`src/rtl/regfile_ctrl_if.sv`:
```
// rtl/regfile_ctrl_if.sv - issue, operand, writeback and register-file port bundle for regfile_ctrl
interface regfile_ctrl_if;
  logic        iss_valid;
  logic        iss_ready;
  logic [4:0]  iss_rs1;
  logic [4:0]  iss_rs2;
  logic        iss_rs1_en;
  logic        iss_rs2_en;
  logic [4:0]  iss_rd;
  logic        iss_rd_we;
  logic        op_valid;
  logic [31:0] op_a;
  logic [31:0] op_b;
  logic        alu_wb_valid;
  logic        alu_wb_ready;
  logic [4:0]  alu_wb_rd;
  logic [31:0] alu_wb_data;
  logic        lsu_wb_valid;
  logic        lsu_wb_ready;
  logic [4:0]  lsu_wb_rd;
  logic [31:0] lsu_wb_data;
  logic [4:0]  rf_r0addr;
  logic [4:0]  rf_r1addr;
  logic [31:0] rf_r0data;
  logic [31:0] rf_r1data;
  logic [4:0]  rf_waddr;
  logic [31:0] rf_wdata;
  logic        rf_wren;
  logic [31:0] busy_vec;
  logic        wb_err;

  // controller side
  modport slave (
    input  iss_valid, iss_rs1, iss_rs2, iss_rs1_en, iss_rs2_en, iss_rd, iss_rd_we,
    input  alu_wb_valid, alu_wb_rd, alu_wb_data,
    input  lsu_wb_valid, lsu_wb_rd, lsu_wb_data,
    input  rf_r0data, rf_r1data,
    output iss_ready, op_valid, op_a, op_b, alu_wb_ready, lsu_wb_ready,
    output rf_r0addr, rf_r1addr, rf_waddr, rf_wdata, rf_wren, busy_vec, wb_err
  );

  // issue/writeback/register-file side
  modport master (
    output iss_valid, iss_rs1, iss_rs2, iss_rs1_en, iss_rs2_en, iss_rd, iss_rd_we,
    output alu_wb_valid, alu_wb_rd, alu_wb_data,
    output lsu_wb_valid, lsu_wb_rd, lsu_wb_data,
    output rf_r0data, rf_r1data,
    input  iss_ready, op_valid, op_a, op_b, alu_wb_ready, lsu_wb_ready,
    input  rf_r0addr, rf_r1addr, rf_waddr, rf_wdata, rf_wren, busy_vec, wb_err
  );
endinterface

```
`src/rtl/regfile_ctrl.sv`:
```
// rtl/regfile_ctrl.sv - register file scoreboard, issue hazard stall, operand forwarding and writeback arbiter
module regfile_ctrl (
  input logic          clk,
  input logic          nrst,
  regfile_ctrl_if.slave bus
);
  localparam logic PRIO_ALU = 1'b0;
  localparam logic PRIO_LSU = 1'b1;

  logic [31:0] busy;
  logic        prio;
  logic        gnt_alu;
  logic        gnt_lsu;
  logic        wb_fire;
  logic        wr_en;
  logic [4:0]  wb_rd;
  logic [31:0] wb_data;
  logic [31:0] clr_vec;
  logic [31:0] set_vec;
  logic [31:0] busy_eff;
  logic        fire;

  logic        opv_q;
  logic [4:0]  rs1_q;
  logic [4:0]  rs2_q;
  logic        en1_q;
  logic        en2_q;
  logic        fwd_a_q;
  logic        fwd_b_q;
  logic [31:0] wdata_q;

  // writeback arbitration: a lone requester wins, a conflict goes to prio
  always_comb begin
    gnt_alu = bus.alu_wb_valid & (~bus.lsu_wb_valid | (prio == PRIO_ALU));
    gnt_lsu = bus.lsu_wb_valid & (~bus.alu_wb_valid | (prio == PRIO_LSU));
    wb_fire = gnt_alu | gnt_lsu;
    wb_rd   = gnt_lsu ? bus.lsu_wb_rd : bus.alu_wb_rd;
    wb_data = gnt_lsu ? bus.lsu_wb_data : bus.alu_wb_data;
    // an rd = 0 writeback uses the port cycle without writing; nothing writes in reset
    wr_en   = wb_fire & (wb_rd != 5'd0) & nrst;
  end

  assign bus.alu_wb_ready = gnt_alu;
  assign bus.lsu_wb_ready = gnt_lsu;
  assign bus.rf_waddr     = wb_rd;
  assign bus.rf_wdata     = wb_data;
  assign bus.rf_wren      = wr_en;
  assign bus.wb_err       = wr_en & ~busy[wb_rd];

  // hazard check against the scoreboard as it looks after this cycle's clear
  always_comb begin
    clr_vec  = wr_en ? (32'd1 << wb_rd) : 32'd0;
    busy_eff = busy & ~clr_vec;
    fire     = bus.iss_valid & bus.iss_ready;
    set_vec  = (fire & bus.iss_rd_we & (bus.iss_rd != 5'd0)) ? (32'd1 << bus.iss_rd) : 32'd0;
  end

  assign bus.iss_ready = ~((bus.iss_rs1_en & busy_eff[bus.iss_rs1]) |
                           (bus.iss_rs2_en & busy_eff[bus.iss_rs2]) |
                           (bus.iss_rd_we  & busy_eff[bus.iss_rd]));
  assign bus.rf_r0addr = bus.iss_rs1;
  assign bus.rf_r1addr = bus.iss_rs2;
  assign bus.busy_vec  = busy;

  // scoreboard update; a new set beats a same-cycle clear, x0 never busy
  always_ff @(posedge clk or negedge nrst) begin
    if (!nrst) busy <= 32'd0;
    else       busy <= ((busy & ~clr_vec) | set_vec) & ~32'd1;
  end

  // priority pointer moves to the loser only after a conflicted grant
  always_ff @(posedge clk or negedge nrst) begin
    if (!nrst) begin
      prio <= PRIO_LSU;
    end else if (bus.alu_wb_valid & bus.lsu_wb_valid) begin
      prio <= gnt_lsu ? PRIO_ALU : PRIO_LSU;
    end
  end

  // operand stage: capture sources and forward flags at issue fire
  always_ff @(posedge clk or negedge nrst) begin
    if (!nrst) begin
      opv_q   <= 1'b0;
      rs1_q   <= 5'd0;
      rs2_q   <= 5'd0;
      en1_q   <= 1'b0;
      en2_q   <= 1'b0;
      fwd_a_q <= 1'b0;
      fwd_b_q <= 1'b0;
      wdata_q <= 32'd0;
    end else begin
      opv_q <= fire;
      if (fire) begin
        rs1_q   <= bus.iss_rs1;
        rs2_q   <= bus.iss_rs2;
        en1_q   <= bus.iss_rs1_en;
        en2_q   <= bus.iss_rs2_en;
        fwd_a_q <= wr_en & (wb_rd == bus.iss_rs1);
        fwd_b_q <= wr_en & (wb_rd == bus.iss_rs2);
        wdata_q <= wb_data;
      end
    end
  end

  // operand select: x0/unused -> 0, then forwarded write, then register file data
  always_comb begin
    bus.op_valid = opv_q;
    bus.op_a     = 32'd0;
    bus.op_b     = 32'd0;
    if (opv_q) begin
      if (en1_q && rs1_q != 5'd0) bus.op_a = fwd_a_q ? wdata_q : bus.rf_r0data;
      if (en2_q && rs2_q != 5'd0) bus.op_b = fwd_b_q ? wdata_q : bus.rf_r1data;
    end
  end
endmodule

```
`src/flat_wrapper.sv`:
```
// flat-port wrapper written by rule: the top's interface ports become plain ports
module regfile_ctrl_flat 
  (clk, nrst, bus_iss_valid, bus_iss_rs1, bus_iss_rs2, bus_iss_rs1_en, bus_iss_rs2_en, bus_iss_rd, bus_iss_rd_we, bus_alu_wb_valid, bus_alu_wb_rd, bus_alu_wb_data, bus_lsu_wb_valid, bus_lsu_wb_rd, bus_lsu_wb_data, bus_rf_r0data, bus_rf_r1data, bus_iss_ready, bus_op_valid, bus_op_a, bus_op_b, bus_alu_wb_ready, bus_lsu_wb_ready, bus_rf_r0addr, bus_rf_r1addr, bus_rf_waddr, bus_rf_wdata, bus_rf_wren, bus_busy_vec, bus_wb_err);
  regfile_ctrl_if bus_i ();
  input logic clk;
  input logic nrst;
  input wire logic [$bits(bus_i.iss_valid)-1:0] bus_iss_valid;
  input wire logic [$bits(bus_i.iss_rs1)-1:0] bus_iss_rs1;
  input wire logic [$bits(bus_i.iss_rs2)-1:0] bus_iss_rs2;
  input wire logic [$bits(bus_i.iss_rs1_en)-1:0] bus_iss_rs1_en;
  input wire logic [$bits(bus_i.iss_rs2_en)-1:0] bus_iss_rs2_en;
  input wire logic [$bits(bus_i.iss_rd)-1:0] bus_iss_rd;
  input wire logic [$bits(bus_i.iss_rd_we)-1:0] bus_iss_rd_we;
  input wire logic [$bits(bus_i.alu_wb_valid)-1:0] bus_alu_wb_valid;
  input wire logic [$bits(bus_i.alu_wb_rd)-1:0] bus_alu_wb_rd;
  input wire logic [$bits(bus_i.alu_wb_data)-1:0] bus_alu_wb_data;
  input wire logic [$bits(bus_i.lsu_wb_valid)-1:0] bus_lsu_wb_valid;
  input wire logic [$bits(bus_i.lsu_wb_rd)-1:0] bus_lsu_wb_rd;
  input wire logic [$bits(bus_i.lsu_wb_data)-1:0] bus_lsu_wb_data;
  input wire logic [$bits(bus_i.rf_r0data)-1:0] bus_rf_r0data;
  input wire logic [$bits(bus_i.rf_r1data)-1:0] bus_rf_r1data;
  output wire logic [$bits(bus_i.iss_ready)-1:0] bus_iss_ready;
  output wire logic [$bits(bus_i.op_valid)-1:0] bus_op_valid;
  output wire logic [$bits(bus_i.op_a)-1:0] bus_op_a;
  output wire logic [$bits(bus_i.op_b)-1:0] bus_op_b;
  output wire logic [$bits(bus_i.alu_wb_ready)-1:0] bus_alu_wb_ready;
  output wire logic [$bits(bus_i.lsu_wb_ready)-1:0] bus_lsu_wb_ready;
  output wire logic [$bits(bus_i.rf_r0addr)-1:0] bus_rf_r0addr;
  output wire logic [$bits(bus_i.rf_r1addr)-1:0] bus_rf_r1addr;
  output wire logic [$bits(bus_i.rf_waddr)-1:0] bus_rf_waddr;
  output wire logic [$bits(bus_i.rf_wdata)-1:0] bus_rf_wdata;
  output wire logic [$bits(bus_i.rf_wren)-1:0] bus_rf_wren;
  output wire logic [$bits(bus_i.busy_vec)-1:0] bus_busy_vec;
  output wire logic [$bits(bus_i.wb_err)-1:0] bus_wb_err;
  assign bus_i.iss_valid = bus_iss_valid;
  assign bus_i.iss_rs1 = bus_iss_rs1;
  assign bus_i.iss_rs2 = bus_iss_rs2;
  assign bus_i.iss_rs1_en = bus_iss_rs1_en;
  assign bus_i.iss_rs2_en = bus_iss_rs2_en;
  assign bus_i.iss_rd = bus_iss_rd;
  assign bus_i.iss_rd_we = bus_iss_rd_we;
  assign bus_i.alu_wb_valid = bus_alu_wb_valid;
  assign bus_i.alu_wb_rd = bus_alu_wb_rd;
  assign bus_i.alu_wb_data = bus_alu_wb_data;
  assign bus_i.lsu_wb_valid = bus_lsu_wb_valid;
  assign bus_i.lsu_wb_rd = bus_lsu_wb_rd;
  assign bus_i.lsu_wb_data = bus_lsu_wb_data;
  assign bus_i.rf_r0data = bus_rf_r0data;
  assign bus_i.rf_r1data = bus_rf_r1data;
  assign bus_iss_ready = bus_i.iss_ready;
  assign bus_op_valid = bus_i.op_valid;
  assign bus_op_a = bus_i.op_a;
  assign bus_op_b = bus_i.op_b;
  assign bus_alu_wb_ready = bus_i.alu_wb_ready;
  assign bus_lsu_wb_ready = bus_i.lsu_wb_ready;
  assign bus_rf_r0addr = bus_i.rf_r0addr;
  assign bus_rf_r1addr = bus_i.rf_r1addr;
  assign bus_rf_waddr = bus_i.rf_waddr;
  assign bus_rf_wdata = bus_i.rf_wdata;
  assign bus_rf_wren = bus_i.rf_wren;
  assign bus_busy_vec = bus_i.busy_vec;
  assign bus_wb_err = bus_i.wb_err;
  regfile_ctrl u_core (.clk(clk), .nrst(nrst), .bus(bus_i));
endmodule
```
`config.mk`:
```
export PLATFORM = sky130hd
export DESIGN_NAME = regfile_ctrl_flat
export DESIGN_NICKNAME = d
export VERILOG_FILES = /design/src/rtl/regfile_ctrl_if.sv /design/src/rtl/regfile_ctrl.sv /design/src/flat_wrapper.sv
export SDC_FILE = /design/constraint.sdc
export NUM_CORES = 1
export LEC_CHECK = 0
export ABC_AREA = 1
export ABC_CLOCK_PERIOD_IN_PS = 6900
export CAP_MARGIN = 15
export CELL_PAD_IN_SITES_DETAIL_PLACEMENT = 1
export CELL_PAD_IN_SITES_GLOBAL_PLACEMENT = 2
export CORE_ASPECT_RATIO = 1.2
export CORE_MARGIN = 2
export CORE_UTILIZATION = 22
export CTS_CLUSTER_DIAMETER = 50
export CTS_CLUSTER_SIZE = 24
export DETAILED_ROUTE_END_ITERATION = 10
export HOLD_SLACK_MARGIN = 0.06
export PLACE_DENSITY_LB_ADDON = 0.1
export RECOVER_POWER = 100
export SYNTH_ARGS = -nofsm -noshare
export SYNTH_HDL_FRONTEND = slang
export SYNTH_SLANG_ARGS = --single-unit
```
`constraint.sdc`:
```
create_clock -name clk -period 6.9 [get_ports clk]
set_input_delay 1.38 -clock clk [delete_from_list [all_inputs] [get_ports clk]]
set_output_delay 1.38 -clock clk [all_outputs]
set_load 0.03 [all_outputs]
```
==> metrics.cfg <==
[status]
status = finished with violations
violations = max-capacitance violations, max-slew violations

[run]
maxCapViolations = 4

[setup_path]
max_stage_delay_ns = 0.82
path_class = input pin to primary output
crit_buf_inv = 2
path_max_fanout = 12
critical_path.top_delay_family = buffers and inverters
cpMaxStageDelayCell = dlygate4sd3_1
cp.arrival_ns = 4.92
cp-end-kind = primary output
cp_cell_sequence = dlygate4sd3_1 -> nand2_4 -> o21ai_2 -> nor2_1 -> a22oi_1 -> nand3_1 -> a311oi_1 -> dlygate4sd3_1
cpMostUsedCell = dlygate4sd3_1
cp.required_ns = 5.52
start_kind = input pin

[grt]
grt-ovfl-total = 0
antenna_found_initial = 0
grt_pass1_vias = 8850
grt_use_total = 0.227
grt_start_max_net_pins = 79
grt_pass1_wl_um = 55400

[drt]
routedWlPerCell_um = 21.0
drtIter0Drc = 458
vias = 8543
routed_via_density = 4.87
drc = 0
routed_wl_um = 36800
final_antenna_net_count = 0
firstDrtPassIters = 7

[sta]
fin_crit_sh = 0.913
rsz0062_at_grt = false
timing.fmax_ghz = 0.159
max_slew.worst_pin.slew_ns = 2.41
finalSetupViolCount = 0
finalClockSkew_ns = 0.00885
fin_tns_setup_ns = 0
hold_viol = 0
timing.final.crit_period_ns = 6.30
drv_slew = 195
relSlewSlack = -0.609

[power]
irDropWorstVdd_uv = 122
power_density_mw_per_mm2 = 200
power.leakage_uw = 0.00493

[clock_network]
cts_root_buf = clkbuf_16
cts_resized = 0
cts_hold_buf = 0
cts_tree = done
clk_path_buf_depth = 2
post_cts_buffers = 0
clk_latency_ns = 0.35
cts.sinks = 79
cts_inserted_buffers = 9
clk_pin_slew_ns = 0.06
h-tree-depth = 3

[placement]
place_congestion = 0.874
numPortBuffers = 308
placed_area_mm2 = 0.0101
dp_hpwl_um = 28800

[finish]
antenna_cells = 0
syn_to_final_growth_pct = 53.3
drive_gt1_frac = 0.0530
num-nets-final = 1514
fin_util = 0.341
final_area_mm2 = 0.0103

[floorplan]
die_w_um = 164
die_h_um = 196
pin_count = 310
core_area_mm2 = 0.0303
rows = 70
die_area_mm2 = 0.0321
start_util = 0.223

[synth]
synth-seq-cells = 79
yosysTopAreaCell = dfrtp_1
synthArstFlopShare = 1.00
synth_seq_area_share = 0.293
synth-edff-count = 0
avgSynthCellArea_um2 = 6.13
netlist.area_leader.share = 0.289
synthTopCellsByArea = dfrtp_1, nand2_1, nand3_1
ys_warn_count = 0
yosysMostFrequentCell = nand2_1
syn_nets = 1262
synth-main-ff-cell = dfrtp_1
synthDistinctLibCells = 37
synthCells = 1101
synthTopCellsByCount = nand2_1, nand3_1, nor2_1
synth_area_mm2 = 0.00675

[min_path]
hold_path.class = flop to flop

[where the power goes]
part	internal, uW	total (uW)	leakage [uW]	switching, uW
clock	279	481	0.000142	202
sequential	560	660	0.00101	99.8
combinational	326	929	0.00378	602
total	1170	2070	0.00493	904
[logic make-up (layout without fill, tap and decap cells)]
kind of cell / Yosys count / count (layout) / synth area share
flip-flops: 79 / 79 / 0.293
AND/OR/NAND/NOR: 745 / 745 / 0.481
buffers and inverters: 165 / 422 / 0.107
XOR/XNOR: 5 / 5 / 0.00649
other: 1 / 1 / 0.000556
AO/OA/AOI/OAI: 106 / 106 / 0.112
[state kept, by name, summed over array words and instances (netlist names), 5 cells and up]
register and flops:
u_core.wdata_q 32, u_core.rs1_q 5, u_core.rs2_q 5, u_core.bus.busy_vec 31
[cell type report]
cell class	count	area (um^2)
clock buffer	10	229
clock inverter	6	61.3
fill	3875	20000
inverter	80	300
multi-input combinational	857	4080
sequential	79	1980
tap	396	495
timing repair buffer	326	3190
[routing by layer]
| metal | up-vias | global-route usage | part of all wire |
|---|---|---|---|
| li1 | 4151 | - | - |
| met1 | 4076 | 0.272 | 0.41 |
| met2 | 273 | 0.407 | 0.50 |
| met3 | 43 | 0.0381 | 0.057 |
| met4 | 0 | 0.0767 | 0.032 |
| met5 | - | 0 | 0 |
[cell usage in the layout (no fill, tap or decap), types with 7 or more instances in the layout]
cell type / netlist / final
a211oi_1: 64 / 64
nor2_1: 112 / 112
a21oi_1: 14 / 14
dfrtp_1: 78 / 76
nand2_1: 375 / 375
nor2_2: 9 / 9
dlygate4sd3_1: 0 / 146
buf_4: 19 / 15
clkdlybuf4s50_1: 0 / 159
nand3_1: 187 / 187
inv_2: 7 / 7
inv_1: 69 / 69
nand2_2: 10 / 10
o21ai_0: 7 / 7
nand4_1: 42 / 42
clkbuf_16: 0 / 9
[per-stage QoR]
step	std cells	hold WS (ns)	power (uW)	worst slack [ns]
after global placement	1738	0.451	1630	0.818
after floorplan	1101	0.434	1180	2.05
after CTS	1754	0.468	2130	0.792
after detailed placement	1738	0.453	1640	0.818
final	1754	0.462	2070	0.599
after global routing	1754	0.491	2210	0.328
[worst register-to-register path: stages (launching register included)]
cell and delay (ns):
dfstp_2 0.56, inv_2 0.05, nand2_2 0.11, nand2_4 0.09
nand2_1 0.08, nand2_1 0.32, nor2_2 0.43, nand3_1 0.20
nand3_1 0.11, nand3_1 0.10, nand3_1 0.15, nand3_1 0.09
nand2_1 0.16, nand2_1 0.07, nand3_1 0.09, nand2_2 0.13
nor2_8 0.11, clkbuf_2 1.23, nand4_1 0.60, nand2_1 0.18
[worst paths after layout]
| check | depth (start not counted) | startpoint | slack, ns | endpoint |
|---|---|---|---|---|
| hold / removal | 2 | u_core.rs1_q[4] | 0.46 | u_core.rs1_q[4] |
| hold reg to reg | 2 | u_core.rs1_q[4] | 0.46 | u_core.rs1_q[4] |
| min in group asynchronous | 2 | nrst | 2.05 | u_core.wdata_q[16] |
| setup reg to reg | 19 | u_core.prio | 1.99 | u_core.bus.busy_vec[31] |
| max in group asynchronous | 3 | nrst | 1.69 | u_core.fwd_b_q |
| setup / recovery | 8 | bus_lsu_wb_valid | 0.60 | bus_wb_err |
Note: power is estimated with default switching activity, not from simulation.
